File: src/rtl/alien_projectile_pkg.sv
// Shared types, widths and the sprite lit-pixel test for the alien projectile pool.
package alien_projectile_pkg;

    localparam int COORD_W   = 10;
    localparam int MAX_SLOTS = 8;

    typedef struct packed {
        logic               active;
        logic               frame;
        logic [COORD_W-1:0] x;
        logic [COORD_W-1:0] y;
    } proj_slot_t;

    // Sprite is a vertical bar down the middle column plus one crossbar row
    // that alternates position with the animation frame.
    function automatic logic pixel_lit(
        input logic [COORD_W-1:0] sx,
        input logic [COORD_W-1:0] sy,
        input logic               frame,
        input logic [COORD_W-1:0] sprite_w,
        input logic [COORD_W-1:0] sprite_h
    );
        logic [COORD_W-1:0] bar_row;
        bar_row = frame ? COORD_W'(1) : sprite_h - COORD_W'(2);
        return (sx == (sprite_w >> 1)) || (sy == bar_row);
    endfunction

endpackage

File: src/rtl/alien_projectile_pool_slot.sv
// One projectile slot: holds position/animation state, moves on frame ticks,
// and reports whether the beam is on one of its lit pixels.
module alien_projectile_slot
    import alien_projectile_pkg::*;
#(
    parameter int LOWER_BORDER = 480,
    parameter int SCALING      = 4,
    parameter int SPEED        = 6,
    parameter int SPRITE_W     = 3,
    parameter int SPRITE_H     = 5
) (
    input  logic               clock,
    input  logic               reset,
    input  logic               frame_tick,
    input  logic               spawn,
    input  logic [COORD_W-1:0] spawn_x,
    input  logic [COORD_W-1:0] spawn_y,
    input  logic               hit,
    input  logic [COORD_W-1:0] hpos,
    input  logic [COORD_W-1:0] vpos,
    output logic               active,
    output logic [COORD_W-1:0] x,
    output logic [COORD_W-1:0] y,
    output logic               lit
);

    localparam logic [COORD_W-1:0] SCALE_C  = COORD_W'(SCALING);
    localparam logic [COORD_W-1:0] SPEED_C  = COORD_W'(SPEED);
    localparam logic [COORD_W-1:0] BORDER_C = COORD_W'(LOWER_BORDER);
    localparam logic [COORD_W-1:0] SPR_W_C  = COORD_W'(SPRITE_W);
    localparam logic [COORD_W-1:0] SPR_H_C  = COORD_W'(SPRITE_H);

    proj_slot_t state;

    logic [COORD_W-1:0] dx, dy, sx, sy;
    logic               in_sprite;

    // Slot state: spawn loads a fresh shot, hit retires it, tick moves or retires it.
    // NOTE: sequential state uses non-blocking assignments so every slot sees the
    // same pre-edge values regardless of process evaluation order.
    always_ff @(posedge clock or posedge reset) begin
        if (reset) begin
            state <= '0;
        end else if (spawn) begin
            // A fresh shot is not advanced by a tick that lands on its spawn cycle.
            state.active <= 1'b1;
            state.frame  <= 1'b0;
            state.x      <= spawn_x;
            state.y      <= spawn_y;
        end else if (hit && state.active) begin
            state.active <= 1'b0;
        end else if (frame_tick && state.active) begin
            if (state.y > BORDER_C) begin
                state.active <= 1'b0;
            end else begin
                state.y     <= state.y + SPEED_C;
                state.frame <= ~state.frame;
            end
        end
    end

    assign dx = hpos - state.x;
    assign dy = vpos - state.y;
    assign sx = dx / SCALE_C;
    assign sy = dy / SCALE_C;

    // Render: beam inside this shot's sprite box and on one of its lit cells.
    always_comb begin
        in_sprite = state.active && (hpos >= state.x) && (vpos >= state.y)
                    && (sx < SPR_W_C) && (sy < SPR_H_C);
        lit       = in_sprite && pixel_lit(sx, sy, state.frame, SPR_W_C, SPR_H_C);
    end

    assign active = state.active;
    assign x      = state.x;
    assign y      = state.y;

endmodule

File: src/rtl/alien_projectile_pool.sv
// Pool of alien shots: vsync edge detect, lowest-free-slot spawn arbiter,
// frame-based fire cooldown, and merged gfx output with slot attribution.
module alien_projectile_pool
    import alien_projectile_pkg::*;
#(
    parameter int NUM_SLOTS       = 4,
    parameter int LOWER_BORDER    = 480,
    parameter int SCALING         = 4,
    parameter int SPEED           = 6,
    parameter int COOLDOWN_FRAMES = 20,
    parameter int SPRITE_W        = 3,
    parameter int SPRITE_H        = 5
) (
    input  logic                         clock,
    input  logic                         reset,
    input  logic [COORD_W-1:0]           vpos,
    input  logic [COORD_W-1:0]           hpos,
    input  logic                         vsync,
    input  logic                         shoot,
    input  logic [COORD_W-1:0]           alien_x,
    input  logic [COORD_W-1:0]           alien_y,
    input  logic [NUM_SLOTS-1:0]         hit_mask,
    output logic                         shoot_ack,
    output logic [NUM_SLOTS-1:0]         active_mask,
    output logic [NUM_SLOTS*COORD_W-1:0] proj_x,
    output logic [NUM_SLOTS*COORD_W-1:0] proj_y,
    output logic                         projectile_gfx,
    output logic [2:0]                   gfx_slot
);

    localparam int CD_W = (COOLDOWN_FRAMES > 1) ? $clog2(COOLDOWN_FRAMES + 1) : 1;

    if (LOWER_BORDER + SPEED >= 1024) begin : g_bad_border
        $error("LOWER_BORDER + SPEED must stay below 1024 so y cannot wrap");
    end
    if (NUM_SLOTS < 1 || NUM_SLOTS > MAX_SLOTS) begin : g_bad_slots
        $error("NUM_SLOTS must be in 1..8");
    end

    logic                 vsync_q;
    logic                 frame_tick;
    logic [CD_W-1:0]      cooldown;
    logic [NUM_SLOTS-1:0] free_mask;
    logic [NUM_SLOTS-1:0] lowest_free;
    logic [NUM_SLOTS-1:0] spawn_vec;
    logic [NUM_SLOTS-1:0] lit_vec;
    logic                 accept;

    assign frame_tick = vsync & ~vsync_q;

    // Arbiter: eligibility comes from the registered mask, so a slot freed this
    // cycle only becomes spawnable next cycle; the ack term stops a held request
    // being taken twice.
    always_comb begin
        free_mask   = ~active_mask;
        lowest_free = free_mask & (~free_mask + NUM_SLOTS'(1));
        accept      = shoot && (|free_mask) && (cooldown == '0) && !shoot_ack;
        spawn_vec   = accept ? lowest_free : '0;
    end

    // vsync edge detector, cooldown counter (load beats decrement) and ack pulse.
    always_ff @(posedge clock or posedge reset) begin
        if (reset) begin
            vsync_q   <= 1'b0;
            cooldown  <= '0;
            shoot_ack <= 1'b0;
        end else begin
            vsync_q   <= vsync;
            shoot_ack <= accept;
            if (accept) begin
                cooldown <= CD_W'(COOLDOWN_FRAMES);
            end else if (frame_tick && cooldown != '0) begin
                cooldown <= cooldown - CD_W'(1);
            end
        end
    end

    for (genvar i = 0; i < NUM_SLOTS; i++) begin : g_slot
        alien_projectile_slot #(
            .LOWER_BORDER (LOWER_BORDER),
            .SCALING      (SCALING),
            .SPEED        (SPEED),
            .SPRITE_W     (SPRITE_W),
            .SPRITE_H     (SPRITE_H)
        ) u_slot (
            .clock      (clock),
            .reset      (reset),
            .frame_tick (frame_tick),
            .spawn      (spawn_vec[i]),
            .spawn_x    (alien_x),
            .spawn_y    (alien_y),
            .hit        (hit_mask[i]),
            .hpos       (hpos),
            .vpos       (vpos),
            .active     (active_mask[i]),
            .x          (proj_x[COORD_W*i +: COORD_W]),
            .y          (proj_y[COORD_W*i +: COORD_W]),
            .lit        (lit_vec[i])
        );
    end

    // Merge shots into one gfx bit and report the lowest lit slot.
    // NOTE: gfx_slot gets a default before the loop so no latch is inferred.
    always_comb begin
        projectile_gfx = |lit_vec;
        gfx_slot       = '0;
        for (int i = NUM_SLOTS - 1; i >= 0; i--) begin
            if (lit_vec[i]) gfx_slot = 3'(i);
        end
    end

endmodule

File: config.mk
export PLATFORM = sky130hd
export DESIGN_NAME = alien_projectile_pool
export DESIGN_NICKNAME = d
export VERILOG_FILES = /design/src/rtl/alien_projectile_pkg.sv /design/src/rtl/alien_projectile_pool_slot.sv /design/src/rtl/alien_projectile_pool.sv
export SDC_FILE = /design/constraint.sdc
export NUM_CORES = 1
export LEC_CHECK = 0
export CAP_MARGIN = 20
export CORE_ASPECT_RATIO = 1.1
export CORE_UTILIZATION = 60
export CTS_BUF_LIST = sky130_fd_sc_hd__clkbuf_4
export DETAILED_ROUTE_END_ITERATION = 10
export PLACE_DENSITY = 0.95
export SYNTH_ARGS = -nofsm -noshare
export SYNTH_HDL_FRONTEND = slang
export SYNTH_SLANG_ARGS = --single-unit
export TNS_END_PERCENT = 30
File: constraint.sdc
create_clock -name clock -period 6.2 [get_ports clock]
set_clock_uncertainty 0.05 [all_clocks]
set_input_delay 1.24 -clock clock [delete_from_list [all_inputs] [get_ports clock]]
set_output_delay 1.24 -clock clock [all_outputs]
set_load 0.02 [all_outputs]
==> results of run 1 <==
## power breakdown
group	switching [mW]	leakage, nW	internal [mW]	total, mW
Clock	0.224	0.0491	0.0780	0.302
Sequential	0.132	1.06	0.745	0.877
Combinational	0.833	3.22	0.634	1.47
## sequential cells by signal (all words and copies together) (netlist names)
| name | flops |
|---|---|
| g_slot.u_slot.state | 4 |
| g_slot.u_slot.x | 40 |
| shoot_ack | 1 |
| g_slot.u_slot.y | 40 |
| g_slot.u_slot.active | 4 |
| cooldown | 5 |
| vsync_q | 1 |
## how the worst max path moves through the flow
| stage | start | endpoint |
|---|---|---|
| 5_1_grt | vpos[3] | gfx_slot[0] |
| 4_1_cts | vpos[3] | gfx_slot[0] |
| 3_5_place_dp | vpos[3] | gfx_slot[0] |
| 6_report | vpos[3] | gfx_slot[0] |
| 3_3_place_gp | vpos[3] | gfx_slot[0] |
| 2_1_floorplan | vpos[3] | gfx_slot[0] |
## layout by cell type, fill, tap and decap left out, drive strengths merged, types with 11 or more instances in the layout
cell	n
inv	97
o22ai	15
o21ai	116
nor4	11
nand4	12
a21oi	68
xor2	20
nor2b	14
nand2	126
ha	85
nor2	55
dfrtp	95
o211ai	12
nor3	31
nand2b	14
a31oi	14
clkdlybuf4s50	135
xnor2	24
nand3	17
## metal layers
layer,vias to the layer above,share of wire (%),track usage [%]
met5,-,0,0
met4,0,5.3,18.8
met3,81,8.4,4.08
met2,428,46,53.1
met1,3622,41,43.1
li1,3761,-,-
## layout make-up
cell class                      count  area (um2)
Fill cell                        1128        4320
Antenna cell                        1        2.50
Timing Repair Buffer              141        1400
Sequential cell                    95        2380
Clock buffer                        9        67.6
Inverter                           97         367
Tap cell                          188         235
Clock inverter                      6        38.8
Multi-Input combinational cell    760        5030
## worst max-delay path: cells and delay by family
family                   cells  cell delay, ns
multiplexers                 1            0.22
adder cells (fa/ha/maj)      1            0.44
buffers and inverters        2            1.20
AND/OR/NAND/NOR              2            0.62
AO/OA/AOI/OAI                4            1.01
## stage by stage
| stage | total power [mW] | setup slack, ns | cells | util (%) |
|---|---|---|---|---|
| 6_report | 2.65 | 0.187 | 1297 | 68.8 |
| 5_1_grt | 2.82 | 0.0433 | 1297 | 68.8 |
| 4_1_cts | 2.62 | 0.225 | 1295 | 68.7 |
| 3_5_place_dp | 2.33 | 0.232 | 1280 | 67.9 |
| 3_3_place_gp | 2.27 | 0.315 | 1280 | 67.9 |
| 2_1_floorplan | 1.97 | 1.57 | 1062 | - |
## kinds of logic (layout without fill, tap and decap cells)
kind of cell	count (synthesis)	in the layout	synth area share (%)
simple gates	320	320	18.6
compound gates	298	298	21.8
buf+inv	207	253	13.2
flops	95	95	27.9
fa+ha+maj	85	85	12.5
xor+xnor	44	44	4.52
mux	12	12	1.47
other cells	1	2	0.0439
==> results.ini, run 1 <==
[yosys]
synthTopCellsByCount = 126 x nand2_1, 100 x o21ai_0, 97 x inv_1
yosysMostFrequentCell = nand2_1
synth_area_leaders = dfrtp_1 28%, ha_1 12%, buf_4 7.6%, o21ai_0 5.9%, nand2_1 5.5%
ys_types = 84
synthArstFlopShare_pct = 100
ys_seq_area_share_pct = 27.9
synth_top_area_share_pct = 27.9
synthCells = 1062
ys_seq_elements = 95
yosysTopAreaCell = dfrtp_1
syn_nets = 1195
synth_edf_count = 0
ys.flop_type = dfrtp_1
syn_avg_cell_area_um2 = 8.04
yosysWarnings = 0
synth.cell_area_um2 = 8530

[routing]
drtPass1Iterations = 6
drcViolationCount = 0
viasPerCell = 6.08
antenna_left = 0
totalWireLength_um = 23600
drt_iter0_drc = 823
wl_per_cell_um = 18.2
via_count = 7892

[power]
ir_worst_vdd_mv = 0.262
power.density_nw_per_um2 = 278
leakage_nw = 4.32

[sta]
slew_headroom_pct = 46.0
whs_ns = 0.464
min_period_ns = 6.01
hold_viol = 0
fin_crit_sh_pct = 97.0
setup_viol = 0
finalSetupTns_ns = 0
timing.fmax_ghz = 0.166
worst_slew_pin_slew_ns = 0.810
slew_viol_final = 0
rsz0062_at_grt = false

[critical_path]
cp.arrival_ns = 4.72
critPathSlowestCell = clkdlybuf4s50_1
r2r_cells = 9
reg2reg_slack_ns = 3.36
path_class = primary input to primary output
worst_ep_required_time_ns = 4.91
path_cells = clkdlybuf4s50_1 -> ha_1 -> a21oi_1 -> a21boi_2 -> o41ai_4 -> mux2i_1 -> nor4b_1 -> nand4_1 -> a21oi_1 -> clkdlybuf4s50_1
cp-end-kind = primary output
r2r-start = cooldown[0]
cp_slowest_stage_delay_ns = 0.64
crit_path_start_kind = primary input
worstPathMaxFanout = 4
worstReg2RegEnd = g_slot[3].u_slot.y[2]

[clock_network]
ctsResizeCount = 0
numCtsBuffers = 9
cts_max_level = 3
cts_tree = done
post_cts_buffers = 0
root_buffer = clkbuf_4
clk_latency_ns = 0.48
ctsHoldBuffers = 0
clockBufferDepth = 2
cts.sinks = 95
path_clk_slew_ns = 0.15

[floorplan]
die_w_um = 116
die-area_um2 = 14700
ios = 137
rows = 45
core_um2 = 13900
die_y_um = 127
start_util_pct = 61.6

[min_path]
min_to = cooldown[3]
min_path_cells = 1
worstHoldStart = cooldown[3]
hold_path.class = flop to flop

[flow_run]
drv_cap = 0

[cells_and_area]
final_area_um2 = 9530
syn_to_final_growth_pct = 11.6
layout.nets = 1237
drive_gt1_share_pct = 4.69

[grt]
track_usage_pct = 33.1
grt_max_degree = 63
grt.overflow.total = 0
grt_pass1_vias = 7423
grt_first_pass_wirelength_um = 37500
grt_antenna_before_repair = 1

[placement]
place_congestion = 0.965
io_buffer_count = 135
dp.final_hpwl_um = 18600
place_area_um2 = 9400

[status]
run_status = finished, final reports clean

Power figures use the tool's default switching activity.
==> run 2: changes to the inputs <==
CTS_BUF_LIST = unset   (was sky130_fd_sc_hd__clkbuf_4)
==> run 2 against run 1 <==
Net effect: count of clock-buffer cells in the layout grew 2; die area is the same; worst setup slack lost 0.0095 ns; critical endpoint unchanged.
==> results.ini, run 2 (synthesis gave the netlist of run 1 again) <==
[grt]
grt_antenna_before_repair = 0
grt_pass1_vias = 7540
grt_max_degree = 63
grt_first_pass_wirelength_um = 38100
track_usage_pct = 33.7
grt.overflow.total = 0

[cells_and_area]
largestRegisters = g_slot.u_slot.x: 40 flops, g_slot.u_slot.y: 40 flops, cooldown: 5 flops
seqCellArea_um2 = 2380
layout.nets = 1237
insertedDiodeCount = 0
layout_common_cells = 135 x clkdlybuf4s50_1, 126 x nand2_1, 100 x o21ai_0
finish.utilization_pct = 70.0
syn_to_final_growth_pct = 13.7
multiInputGateArea_um2 = 5030
fill_cells = 1099
drive_gt1_share_pct = 4.87
mostFrequentLayoutCell = clkdlybuf4s50_1

[routing]
totalWireLength_um = 24100
via_count = 7945
antenna_left = 0
drtPass1Iterations = 5
drcViolationCount = 0
viasPerCell = 6.13
drt_iter0_drc = 830
wl_per_cell_um = 18.6

[critical_path]
cp_slowest_stage_delay_ns = 0.64
worstPathMaxFanout = 4
worst_ep_required_time_ns = 4.91
path_class = primary input to primary output
cp.arrival_ns = 4.73
path_cells = clkdlybuf4s50_1 -> ha_1 -> a21oi_1 -> a21boi_2 -> o41ai_4 -> mux2i_1 -> nor4b_1 -> nand4_1 -> a21oi_1 -> clkdlybuf4s50_1
crit_path_start_kind = primary input
cp-end-kind = primary output
critPathSlowestCell = clkdlybuf4s50_1

[sta]
timing.fmax_ghz = 0.166
hold_viol = 0
finalSetupTns_ns = 0
min_period_ns = 6.02
slew_viol_final = 0
fin_crit_sh_pct = 97.1
worst_slew_pin_slew_ns = 0.820
slew_headroom_pct = 45.0
setup_viol = 0
rsz0062_at_grt = false

[power]
power.density_nw_per_um2 = 298
power.total_mw = 2.89
ir_worst_vdd_mv = 0.242
leakage_nw = 4.40

[floorplan]
core_um2 = 13900
die_w_um = 116
start_util_pct = 61.6
ios = 137
die-area_um2 = 14700
die_y_um = 127
rows = 45

[clock_network]
clockBufferDepth = 2
ctsResizeCount = 0
cts_tree = done
ctsHoldBuffers = 0
root_buffer = clkbuf_16
path_clk_slew_ns = 0.07
post_cts_buffers = 0
numCtsBuffers = 9
clk_latency_ns = 0.36
cts.sinks = 95
cts_max_level = 3

[placement]
place_congestion = 0.965
io_buffer_count = 135
dp.final_hpwl_um = 18600

[status]
run_status = finished, final reports clean

[min_path]
hold_path.class = flop to flop

[flow_run]
drv_cap = 0

## run 2: power by group
part	switching [mW]	internal [mW]	total [mW]	leakage [nW]
Combinational	0.836	0.635	1.47	3.22
Clock	0.254	0.293	0.547	0.130
Sequential	0.131	0.747	0.877	1.06
Total	1.22	1.67	2.89	4.40
## run 2: final cells by class
type | instances | area share, %
clock buffers | 11 | 2.61
clock inverters | 4 | 0.322
inverters | 97 | 3.78
multi-input cells | 760 | 51.9
flip-flops and latches | 95 | 24.5
well taps | 188 | 2.42
repair buffers | 141 | 14.5
## run 2: final timing paths
path | from | to | slack [ns] | cells after the start
max reg2reg | cooldown[0] | g_slot[1].u_slot.y[4] | 3.31 | 10
min | cooldown[3] | cooldown[3] | 0.45 | 1
min in group asynchronous | reset | g_slot[1].u_slot.x[7] | 1.35 | 2
min reg2reg | cooldown[3] | cooldown[3] | 0.45 | 1
max in group asynchronous | reset | g_slot[0].u_slot.y[4] | 3.76 | 3
max | vpos[3] | gfx_slot[0] | 0.18 | 10
## run 2: metal layers
metal	GRT usage (%)	vias up	wire, um
li1	-	3760	-
met1	43.5	3643	9900
met2	54.0	451	10900
met3	3.84	91	1930
met4	20.6	0	1350
met5	0	-	0
## run 2: worst max-delay path: cells and delay by family
family / cells / cell delay [ns]
AOI/OAI and AO/OA: 4 / 1.01
and+or+nand+nor: 2 / 0.62
adders and majority gates: 1 / 0.44
buffers and inverters: 2 / 1.20
muxes: 1 / 0.22
## run 2: stage by stage
stage | instances | worst slack [ns] | instance area (um2) | hold WS [ns]
floorplan | 1062 | 1.57 | 8530 | 0.390
global placement | 1280 | 0.315 | 9400 | 0.414
detailed placement | 1280 | 0.232 | 9400 | 0.429
CTS | 1295 | 0.225 | 9690 | 0.441
global route | 1296 | 0.0433 | 9700 | 0.466
finish | 1296 | 0.178 | 9700 | 0.450
==> run 3: changes to the inputs <==
CTS_CLUSTER_SIZE = 28   (was unset)
==> results of run 3 <==
No change in the layout: final DEF, timing and power equal those of run 2.
